### src/rtl/instr_fetch_unit.sv
// instr_fetch_unit: PC register, ROM fetch and RUN/HALT/FAULT control; FETCH_RETIRE_CNT_EN builds the retired-instruction counter.
module instr_fetch_unit #(
  parameter logic [31:0] RESET_PC = 32'h0000_0000,
  parameter int          ADDR_W   = 20
) (
  input  logic              clk,
  input  logic              rst,
  input  logic              stall,
  input  logic              redirect_en,
  input  logic [31:0]       redirect_target,
  input  logic              ecall,
  input  logic [31:0]       a7,
  output logic [ADDR_W-1:0] rom_addr,
  input  logic [31:0]       rom_data,
  output logic [31:0]       instr,
  output logic [31:0]       pc,
  output logic [31:0]       pc_plus4,
  output logic              halted,
  output logic              fault,
  output logic [31:0]       retired
);
  typedef enum logic [1:0] {RUN, HALT, FAULT} state_t;
  state_t state;
  logic [31:0] cand;
  logic exit_call, bad;
  assign rom_addr  = pc[ADDR_W+1:2];
  assign pc_plus4  = pc + 32'd4;
  assign instr     = (state == RUN) ? rom_data : 32'h0000_0013;
  assign exit_call = ecall && a7 == 32'd10;
  assign cand      = redirect_en ? (redirect_target & ~32'd1) : pc_plus4;
  assign bad       = cand[1] || (cand >> (ADDR_W + 2)) != 32'd0;
  always_ff @(posedge clk) begin
    if (rst) begin
      state  <= RUN;
      pc     <= RESET_PC;
      halted <= 1'b0;
      fault  <= 1'b0;
    end else if (state == RUN) begin
      if (exit_call) begin
        state  <= HALT;
        halted <= 1'b1;
      end else if (!stall) begin
        if (bad) begin
          state <= FAULT;
          fault <= 1'b1;
        end else pc <= cand;
      end
    end
  end
`ifdef FETCH_RETIRE_CNT_EN
  always_ff @(posedge clk) begin
    if (rst) retired <= 32'd0;
    else if (state == RUN && !stall) retired <= retired + 32'd1;
  end
`else
  assign retired = 32'd0;
`endif
endmodule

### config.mk
export PLATFORM = sky130hd
export DESIGN_NAME = instr_fetch_unit
export DESIGN_NICKNAME = d
export VERILOG_FILES = /design/src/rtl/instr_fetch_unit.sv
export SDC_FILE = /design/constraint.sdc
export NUM_CORES = 1
export LEC_CHECK = 0
export CORE_AREA = 2 2 98 100
export CTS_BUF_LIST = sky130_fd_sc_hd__clkbuf_4 sky130_fd_sc_hd__clkbuf_8
export DETAILED_ROUTE_END_ITERATION = 10
export DIE_AREA = 0 0 100 102
export PLACE_DENSITY = 0.81
export SYNTH_ARGS = -nofsm -noshare
export SYNTH_HDL_FRONTEND = slang
export SYNTH_SLANG_ARGS = --single-unit
### constraint.sdc
create_clock -name clk -period 3.2 [get_ports clk]
set_clock_uncertainty 0.1 [all_clocks]
set_input_delay 0.8 -clock clk [delete_from_list [all_inputs] [get_ports clk]]
set_output_delay 0.8 -clock clk [all_outputs]
set_load 0.01 [all_outputs]
Yosys cells after proc, flatten, opt, wreduce, memory -nomap -nowiden
Index checks and enable logic that the tools add are counted.
{ "op_classes": {"n_addsub": 1, "n_eq_ne": 2, "n_mux": 5, "bitwise_logic": 3, "reduce_logical": 9} }
{ "op_table": {"columns": ["cell", "n"], "rows": [
  ["$mux 32", 2],
  ["$add 32x3->32 const B", 1],
  ["$eq 32x4->1 const B", 1],
  ["$reduce_bool 32->1", 1],
  ["$reduce_and 4->1", 2],
  ["$mux 2", 3],
  ["$not 1->1", 3],
  ["$reduce_and 3->1", 1],
  ["$logic_not 2->1", 1],
  ["$ne 2x1->1 const B", 1],
  ["$reduce_and 2->1", 1],
  ["$reduce_bool 2->1", 1],
  ["$logic_and 1x1->1", 1],
  ["$logic_or 1x1->1", 1]
]} }
{ "word_totals": {"reg_bits": 36, "in_bits": 101, "output_inout_bits": 150, "wordCells": 24} }

Logic depth before layout (Yosys ltp)
Gate-level depths: netlist of run 1.
{ "logic_depth": {"word_depth": 7, "ltp_mapped": 11, "ltp_nobuf": 9} }

Worst setup path before layout of run 1
OpenSTA, ideal clock, no wires.
{ "synth_timing": {"path_type": "reg-to-reg", "start": "reg pc[2]", "end": "reg pc[9]", "setup_time_ns": 0.117, "arrival_ns": 2.734, "required_time_ns": 2.983, "setup_slack_ns": 0.249, "stages_incl_launch_ff": 12, "path_buffers": 2, "period_less_slack_ns": 2.951, "path_cell_list": "dfxtp_1 -> ha_1 -> nand3_1 -> nor3_2 -> a21boi_1 -> or4_1 -> o31a_1 -> and4bb_1 -> buf_4 -> buf_8 -> o21ai_1 -> a32o_1"} }
{ "synth_between": {"elab_chain_len": 6} }
{ "synth_rtl": {"columns": ["item", "line", "source"], "rows": [
  ["start, declared", "16", "output logic [31:0] pc,"],
  ["start signal, assigned", "46", "end else pc <= cand;"],
  ["$add 32x3->32 (*)", "27", "assign pc_plus4 = pc + 32'd4;"],
  ["$mux 32 (*)", "30", "assign cand = redirect_en ? (redirect_target & ~32'd1) : pc_plus4;"],
  ["$reduce_bool 32->1", "31", "assign bad = cand[1] || (cand >> (ADDR_W + 2)) != 32'd0;"],
  ["$logic_or 1x1->1", "31", null],
  ["$not 1->1 (no source line)", null, null],
  ["$reduce_and 4->1 (no source line)", null, null]
]} }
Mark *: on every way between the ends. The rest lies on a longest branch, timed or not.
A chain may end at the register's enable or synchronous reset.

Final worst setup path of run 1
{ "layout_timing": {"start": "reg pc[2]", "end": "out pc_plus4[12]"} }
{ "layout_between": {"elab_chain_len": 1} }
{ "layout_rtl": {"columns": ["item", "line", "source"], "rows": [
  ["$add 32x3->32", "27", null],
  ["end, declared", "17", "output logic [31:0] pc_plus4,"]
]} }
Every way passes these cells.

==> results.md, run 1 <==
- **Overflow after GRT** 0
- **cell taking the most area after synthesis** sky130_fd_sc_hd__dfxtp_1
- **startpoint types** flop
- **cell family with the largest share of critical-path delay** buffers and inverters
- **Relative slew margins** 62.35%
- **area of the die** 10,200 µm²
- **Max stage delay cell, worst path** sky130_fd_sc_hd__clkdlybuf4s50_1
- **post-placement cell count** 691
- **number of nets in the final layout** 696
- **post-route DRC violation count** 0
- **number of enable-type register cells in the synthesized netlist** 0
- **Synth-to-Final Area Change** 87.46%
- **Starting Density** 32.10%
- **area share of the leading cell type in the synthesized netlist** 23.96%
- **I/O Pins** 251
- **Cell Area, Synth** 2924 µm²
- **Hold/Removal Path Class** reg -> reg
- **Non-Filler Instances** 706
- **post-route standard cell area excluding fillers** 5482 µm²
- **final-report setup violation count** 0
- **maximum number of pins on one net before global-route repair** 42
- **MaxCap Viol Count** 0
- **CP endpoint kind** output pin
- **Hold Worst Slack** 0.3824 ns
- **share of the clock period used by the worst path after layout** 95.91%
- **setup repair after global routing missed its margin** yes
- **Power Total** 0.001212 W
- **vias after detailed routing** 3,438
- **Inserted Diodes** 0
- **sum of routed wire length over all layers** 11.03 mm
- **critical path arrival** 2.17 ns
- **Clk Tree Root Cell** sky130_fd_sc_hd__clkbuf_8
- **leakage** 2.416 nW
- **starting DRC count in detailed routing** 107
- **unique cell type count in the Yosys netlist** 50
- **Die Ht** 102 µm
- **final max-slew violation count** 0
- **first-pass GRT wire length** 16.32 mm
- **Buffers & Inverters on Critical Path** 1
- **top library cells by usage in the layout, fill and taps aside** sky130_fd_sc_hd__clkdlybuf4s50_1, sky130_fd_sc_hd__buf_4, sky130_fd_sc_hd__and2_1
- **TritonCTS clock tree** yes
- **clock-pin slew on the worst setup and hold paths** 0.07 ns
- **maximum clock path buffer count** 2
- **dominant cells by area after synthesis** sky130_fd_sc_hd__dfxtp_1, sky130_fd_sc_hd__buf_4, sky130_fd_sc_hd__and2_1
- **max frequency** 325.8 MHz
- **Final min period** 3.069 ns
- **Num Clock Sinks** 35
- **clock insertion delay at the later pin of the skew report** 0.28 ns
- **count of port buffers added during placement** 215
- **placer congestion estimate** 0.8570
- **average footprint of a synthesized cell** 7.946 µm²
- **top_reg_cell synth** sky130_fd_sc_hd__dfxtp_1
- **initial antenna violation count** 0
- **Worst Setup Path Type** reg -> out
- **dpl cell area** 5119 µm²
- **biggest fanout along the worst timing path** 5
- **synthesized instance count** 368
- **WL per Instance** 15.62 µm
- **num rows** 35
- **actual transition at the worst max-transition pin** 0.5642 ns
- **power per unit of standard cell area** 221.0 nW/µm²
- **Reg2Reg Setup Slack** 0.14 ns
- **detailed-placement wirelength estimate** 8.656 mm
- **ratio of routed vias to standard cells** 4.870
- **Ys Warns** 0
- **vias in the first global route** 3,281
- **DRT antenna net count** 0
- **Core ar.** 9109 µm²
- **width of the die** 100 µm
- **longest individual stage delay on the worst path** 0.58 ns
- **total clock buffers created by CTS** 5
- **cell chain of the critical path** ha_2 > nand3_4 > nor2_2 > and4_1 > xor2_1 > clkdlybuf4s50_1
- **CTS Hold Buffers Added** 0
- **final-report hold violation count** 0
- **IR Drop Worst-Case VDD** 0.0001494 V
- **register bit count reported by yosys** 35
- **Async S/R FF share, synth** 0%
- **most common cell after layout, fill and taps aside** sky130_fd_sc_hd__clkdlybuf4s50_1
- **Worst EP required** 2.30 ns
- **GR Util All Layers** 19.85%
- **H-tree lvl count** 2
- **fill cell total of the finished layout** 831
- **outcome** finished, final reports clean
- **share of cells above drive strength 1** 15.46%
- **DR pass1 iterations** 4
- **sequential element share of the synthesized area** 23.96%
## Yosys cell counts (2+ instances only)
master / instances
sky130_fd_sc_hd__mux2i_1: 12
sky130_fd_sc_hd__and2_1: 40
sky130_fd_sc_hd__nor3_1: 10
sky130_fd_sc_hd__mux2_2: 8
sky130_fd_sc_hd__or3_1: 6
sky130_fd_sc_hd__o21ai_0: 2
sky130_fd_sc_hd__o211ai_1: 3
sky130_fd_sc_hd__inv_1: 7
sky130_fd_sc_hd__buf_2: 5
sky130_fd_sc_hd__clkbuf_1: 11
sky130_fd_sc_hd__or4_1: 3
sky130_fd_sc_hd__a21oi_1: 4
sky130_fd_sc_hd__xnor2_1: 18
sky130_fd_sc_hd__nand2b_1: 2
sky130_fd_sc_hd__nor4_1: 11
sky130_fd_sc_hd__nor2_1: 33
sky130_fd_sc_hd__o21ai_1: 5
sky130_fd_sc_hd__nand4_1: 9
sky130_fd_sc_hd__or2_2: 2
sky130_fd_sc_hd__a32o_1: 9
sky130_fd_sc_hd__xor2_1: 9
sky130_fd_sc_hd__nand2_1: 16
sky130_fd_sc_hd__and3_1: 6
sky130_fd_sc_hd__a22oi_1: 4
sky130_fd_sc_hd__and4_1: 6
sky130_fd_sc_hd__buf_4: 57
sky130_fd_sc_hd__nand3_1: 11
sky130_fd_sc_hd__dfxtp_1: 35
sky130_fd_sc_hd__o31ai_1: 3
## final timing paths
path | start | to | depth (start not counted)
setup / recovery | pc[2] | pc_plus4[12] | 6
hold / removal | halted | halted | 2
setup reg to reg | pc[2] | pc[16] | 12
hold reg to reg | halted | halted | 2
## cell families (layout without fill, tap and decap cells)
family	count (synthesis)	count (layout)	share of synthesized area, %
AO/OA/AOI/OAI	39	39	10.23
XOR/XNOR	27	27	8.087
adder cells (fa/ha/maj)	1	1	0.4278
buffers and inverters	82	276	18.70
flip-flops	35	35	23.96
multiplexers	20	20	7.189
other	1	34	0.1282
AND/OR/NAND/NOR	163	163	31.28
## sequential cells by signal (all words and copies together) (netlist names)
register	count
pc	31
state	2
halted	1
fault	1
## through the flow
step | util (%) | setup WS (ns) | setup TNS (ns)
2_1_floorplan | - | 0.2486 | 0
3_3_place_gp | 56.20 | -0.1531 | -2.236
3_5_place_dp | 56.20 | -0.2057 | -4.391
4_1_cts | 58.52 | -0.02549 | -0.04716
5_1_grt | 60.18 | -0.03275 | -0.04238
6_report | 60.18 | 0.1309 | 0
## per-layer routing
layer,routed length [µm],GRT usage [%],up-vias
li1,-,-,1657
met1,4465,24.72,1595
met2,5551,34.46,173
met3,841,4.925,13
met4,167,5.269,0
met5,0,0,-
## final cells by class
cell class | count | area (µm²) | area share, %
multi-input cells | 284 | 1966 | 35.86
clock buffers | 8 | 103.9 | 1.895
flip-flops and latches | 35 | 704.4 | 12.85
repair buffers | 261 | 2542 | 46.38
well taps | 111 | 138.9 | 2.534
inverters | 7 | 26.28 | 0.4793
## worst reg2reg max path, cell delays in order, from the launching register on
cell and delay [ns]:
sky130_fd_sc_hd__dfxtp_1 0.34, sky130_fd_sc_hd__ha_2 0.21, sky130_fd_sc_hd__nand3_4 0.15, sky130_fd_sc_hd__nor3_4 0.18, sky130_fd_sc_hd__buf_4 0.16, sky130_fd_sc_hd__buf_4 0.10, sky130_fd_sc_hd__a21boi_1 0.05, sky130_fd_sc_hd__or4_1 0.47
sky130_fd_sc_hd__o31a_1 0.28, sky130_fd_sc_hd__and4bb_4 0.37, sky130_fd_sc_hd__buf_12 0.17, sky130_fd_sc_hd__o21ai_0 0.11, sky130_fd_sc_hd__a32o_1 0.27
## repair_timing
item                       in CTS  in global routing
gates cloned                    1                  1
hold endpoints to repair        0                  0
setup endpoints to repair      19                 19
resized for setup              25                 26
buffers inserted                1                  4
pin swaps                       1                  2
## power breakdown
part	switching, W	internal, W
clock	0.000150	0.000205
sequential	0.00000747	0.000443
combinational	0.000155	0.000251
Note: power is estimated with default switching activity, not from simulation.
==> run 2: changes to the inputs <==
--- a/config.mk
+++ b/config.mk
@@ -10,6 +10,7 @@
 export DETAILED_ROUTE_END_ITERATION = 10
 export DIE_AREA = 0 0 100 102
 export PLACE_DENSITY = 0.81
+export SETUP_SLACK_MARGIN = 0.1
 export SYNTH_ARGS = -nofsm -noshare
 export SYNTH_HDL_FRONTEND = slang
 export SYNTH_SLANG_ARGS = --single-unit
==> run 2 against run 1 <==
Maximum frequency down 1.4%. Via count up 0.81%. Power up 0.69%. Combinational power up 1%. Sequential power about the same. Largest cell class unchanged. First-iteration DRC count up 16%. Non-clock buffer count up 5. Utilization up 0.66 points. Flip-flop and latch count unchanged. Clock-buffer cell count unchanged. Highest routed layer unchanged. Clock power about the same. Die area unchanged. Critical path type unchanged.
==> results.md, run 2 (synthesis gave the netlist of run 1 again) <==
- **Starting Density** 32.10%, unchanged
- **ratio of routed vias to standard cells** 4.875, was 4.870
- **I/O Pins** 251, unchanged
- **vias after detailed routing** 3,466, was 3,438
- **Placement Setup Slack** -0.2057 ns, unchanged
- **maximum number of pins on one net before global-route repair** 42, unchanged
- **hold wc startpoint** halted, unchanged
- **outcome** finished, final reports clean, unchanged
- **Clk Tree Root Cell** sky130_fd_sc_hd__clkbuf_8, unchanged
- **maximum clock path buffer count** 2, unchanged
- **Reg with most FFs** pc, unchanged
- **post-route standard cell area excluding fillers** 5542 µm², was 5482 µm²
- **critical path arrival** 2.21 ns, was 2.17 ns
- **Worst EP required** 2.30 ns, about the same
- **num rows** 35, unchanged
- **Critical Path Stages** 8, was 6
- **starting DRC count in detailed routing** 124, was 107
- **IR Drop Worst-Case VDD** 0.0001507 V, was 0.0001494 V
- **final-report hold violation count** 0, unchanged
- **post-placement cell count** 691, unchanged
- **Hold Worst Slack** 0.3824 ns, about the same
- **total clock buffers created by CTS** 5, unchanged
- **Die Ht** 102 µm, unchanged
- **width of the die** 100 µm, unchanged
- **DRT antenna net count** 0, unchanged
- **top library cells by usage in the layout, fill and taps aside** sky130_fd_sc_hd__clkdlybuf4s50_1, sky130_fd_sc_hd__buf_4, sky130_fd_sc_hd__and2_1, unchanged
- **area of the die** 10,200 µm², unchanged
- **Inserted Diodes** 0, unchanged
- **Worst R2R Path Depth** 11, was 12
- **Buffers & Inverters on Critical Path** 4, was 1
- **H-tree lvl count** 2, unchanged
- **Core ar.** 9109 µm², unchanged
- **cell family with the largest share of critical-path delay** buffers and inverters, unchanged
- **Non-Filler Instances** 711, was 706
- **Largest regs** pc x31, state x2, unchanged
- **biggest fanout along the worst timing path** 6, was 5
- **count of port buffers added during placement** 215, unchanged
- **worst-case setup margin in the final layout** 0.08807 ns, was 0.1309 ns
- **clock-pin slew on the worst setup and hold paths** 0.07 ns, about the same
- **power per unit of standard cell area** 220.1 nW/µm², was 221.0 nW/µm²
- **final max-slew violation count** 0, unchanged
- **Max stage delay cell, worst path** sky130_fd_sc_hd__dfxtp_2, was sky130_fd_sc_hd__clkdlybuf4s50_1
- **clock insertion delay at the later pin of the skew report** 0.28 ns, about the same
- **longest individual stage delay on the worst path** 0.33 ns, was 0.58 ns
- **CP endpoint kind** output pin, unchanged
- **final core utilization** 60.84%, was 60.18%
- **number of nets in the final layout** 701, was 696
- **TritonCTS clock tree** yes, unchanged
- **startpoint types** flop, unchanged
- **Hold/Removal Path Class** reg -> reg, unchanged
- **Overflow after GRT** 0, unchanged
- **final-report setup violation count** 0, unchanged
- **detailed-placement wirelength estimate** 8.656 mm, unchanged
- **actual transition at the worst max-transition pin** 0.5697 ns, was 0.5642 ns
- **setup repair after global routing missed its margin** yes, unchanged
- **MaxCap Viol Count** 0, unchanged
- **share of cells above drive strength 1** 16.83%, was 15.46%
- **Worst Setup Path Type** reg -> out, unchanged
- **Num Clock Sinks** 35, unchanged
- **Final min period** 3.112 ns, was 3.069 ns
- **DR pass1 iterations** 4, unchanged
- **instance count along the most critical hold path** 2, unchanged
- **GR Util All Layers** 20.24%, was 19.85%
- **leakage** 2.496 nW, was 2.416 nW
- **sum of routed wire length over all layers** 11.16 mm, was 11.03 mm
- **Relative slew margins** 61.98%, was 62.35%
- **cell chain of the critical path** buf_4 > nand4_1 > buf_4 > nor3_1 > buf_4 > nand4_1 > xnor2_2 > dlygate4sd2_1, was ha_2 > nand3_4 > nor2_2 > and4_1 > xor2_1 > clkdlybuf4s50_1
- **vias in the first global route** 3,311, was 3,281
- **share of the clock period used by the worst path after layout** 97.25%, was 95.91%
- **dpl cell area** 5119 µm², unchanged
- **initial antenna violation count** 0, unchanged
- **most common cell after layout, fill and taps aside** sky130_fd_sc_hd__clkdlybuf4s50_1, unchanged
- **RR Startpoint** pc[3], was pc[2]
- **CP dominant cell by count** sky130_fd_sc_hd__buf_4
- **Largest register FFs** 31, unchanged
- **placer congestion estimate** 0.8570, unchanged
- **WL per Instance** 15.70 µm, was 15.62 µm
- **Synth-to-Final Area Change** 89.52%, was 87.46%
- **fill cell total of the finished layout** 827, was 831
- **post-route DRC violation count** 0, unchanged
- **first-pass GRT wire length** 16.61 mm, was 16.32 mm
- **crit path launch** pc[3], was pc[2]
- **max frequency** 321.3 MHz, was 325.8 MHz
[run 2: per-layer routing]
layer  vias up  track usage, %  routed length (µm)  share of wire [%]
met5         -               0                   0                  0
met4         0           5.374                 132                1.2
met3        10           4.993                 862                7.7
met2       178           35.03                5617                 50
met1      1616           25.30                4551                 41
li1       1662               -                   -                  -
[run 2: metrics by stage]
step	setup TNS (ns)	total power (W)
2_1_floorplan	0	0.0006405
3_3_place_gp	-2.236	0.0008549
3_5_place_dp	-4.391	0.0008610
4_1_cts	-0.2152	0.001224
5_1_grt	-0.03356	0.001284
6_report	0	0.001220
[run 2: what timing repair did]
item,CTS,global route
pin swaps,3,5
endpoints found under the setup margin,35,45
gates resized for setup,29,35
cloned,2,1
hold buffers,0,0
buffers inserted,1,8
[run 2: final timing paths]
check | to | slack [ns]
min reg2reg | halted | 0.38
max reg2reg | pc[9] | 0.13
min | halted | 0.38
max | pc_plus4[31] | 0.09
[run 2: area by class of cell]
cell class / instances / area, µm² / share of cell area (%)
clock buffer: 8 / 103.9 / 1.874
tap: 111 / 138.9 / 2.506
sequential: 35 / 706.9 / 12.76
timing repair buffer: 266 / 2599 / 46.90
inverter: 7 / 26.28 / 0.4741
multi-input combinational: 284 / 1967 / 35.49
[run 2: worst min-delay path: stages (launching register included)]
cell and delay [ns]:
sky130_fd_sc_hd__dfxtp_1 0.33, sky130_fd_sc_hd__nor2_1 0.05, sky130_fd_sc_hd__nor2_1 0.07
[run 2: where the power goes]
| group | leakage [nW] | internal, W | switching, W |
|---|---|---|---|
| clock | 0.0549 | 0.000205 | 0.000153 |
| sequential | 0.285 | 0.000443 | 0.00000734 |
| combinational | 2.16 | 0.000254 | 0.000158 |
| total | 2.50 | 0.000902 | 0.000318 |
==> run 3: changes to the inputs <==
--- a/config.mk
+++ b/config.mk
@@ -7,8 +7,10 @@
 export LEC_CHECK = 0
 export CORE_AREA = 2 2 98 100
 export CTS_BUF_LIST = sky130_fd_sc_hd__clkbuf_4 sky130_fd_sc_hd__clkbuf_8
+export CTS_CLUSTER_DIAMETER = 60
 export DETAILED_ROUTE_END_ITERATION = 10
 export DIE_AREA = 0 0 100 102
+export GPL_ROUTABILITY_DRIVEN = 0
 export PLACE_DENSITY = 0.81
 export SETUP_SLACK_MARGIN = 0.1
 export SYNTH_ARGS = -nofsm -noshare
==> results of run 3 <==
Final layout, timing and power as in run 2 (identical DEF).
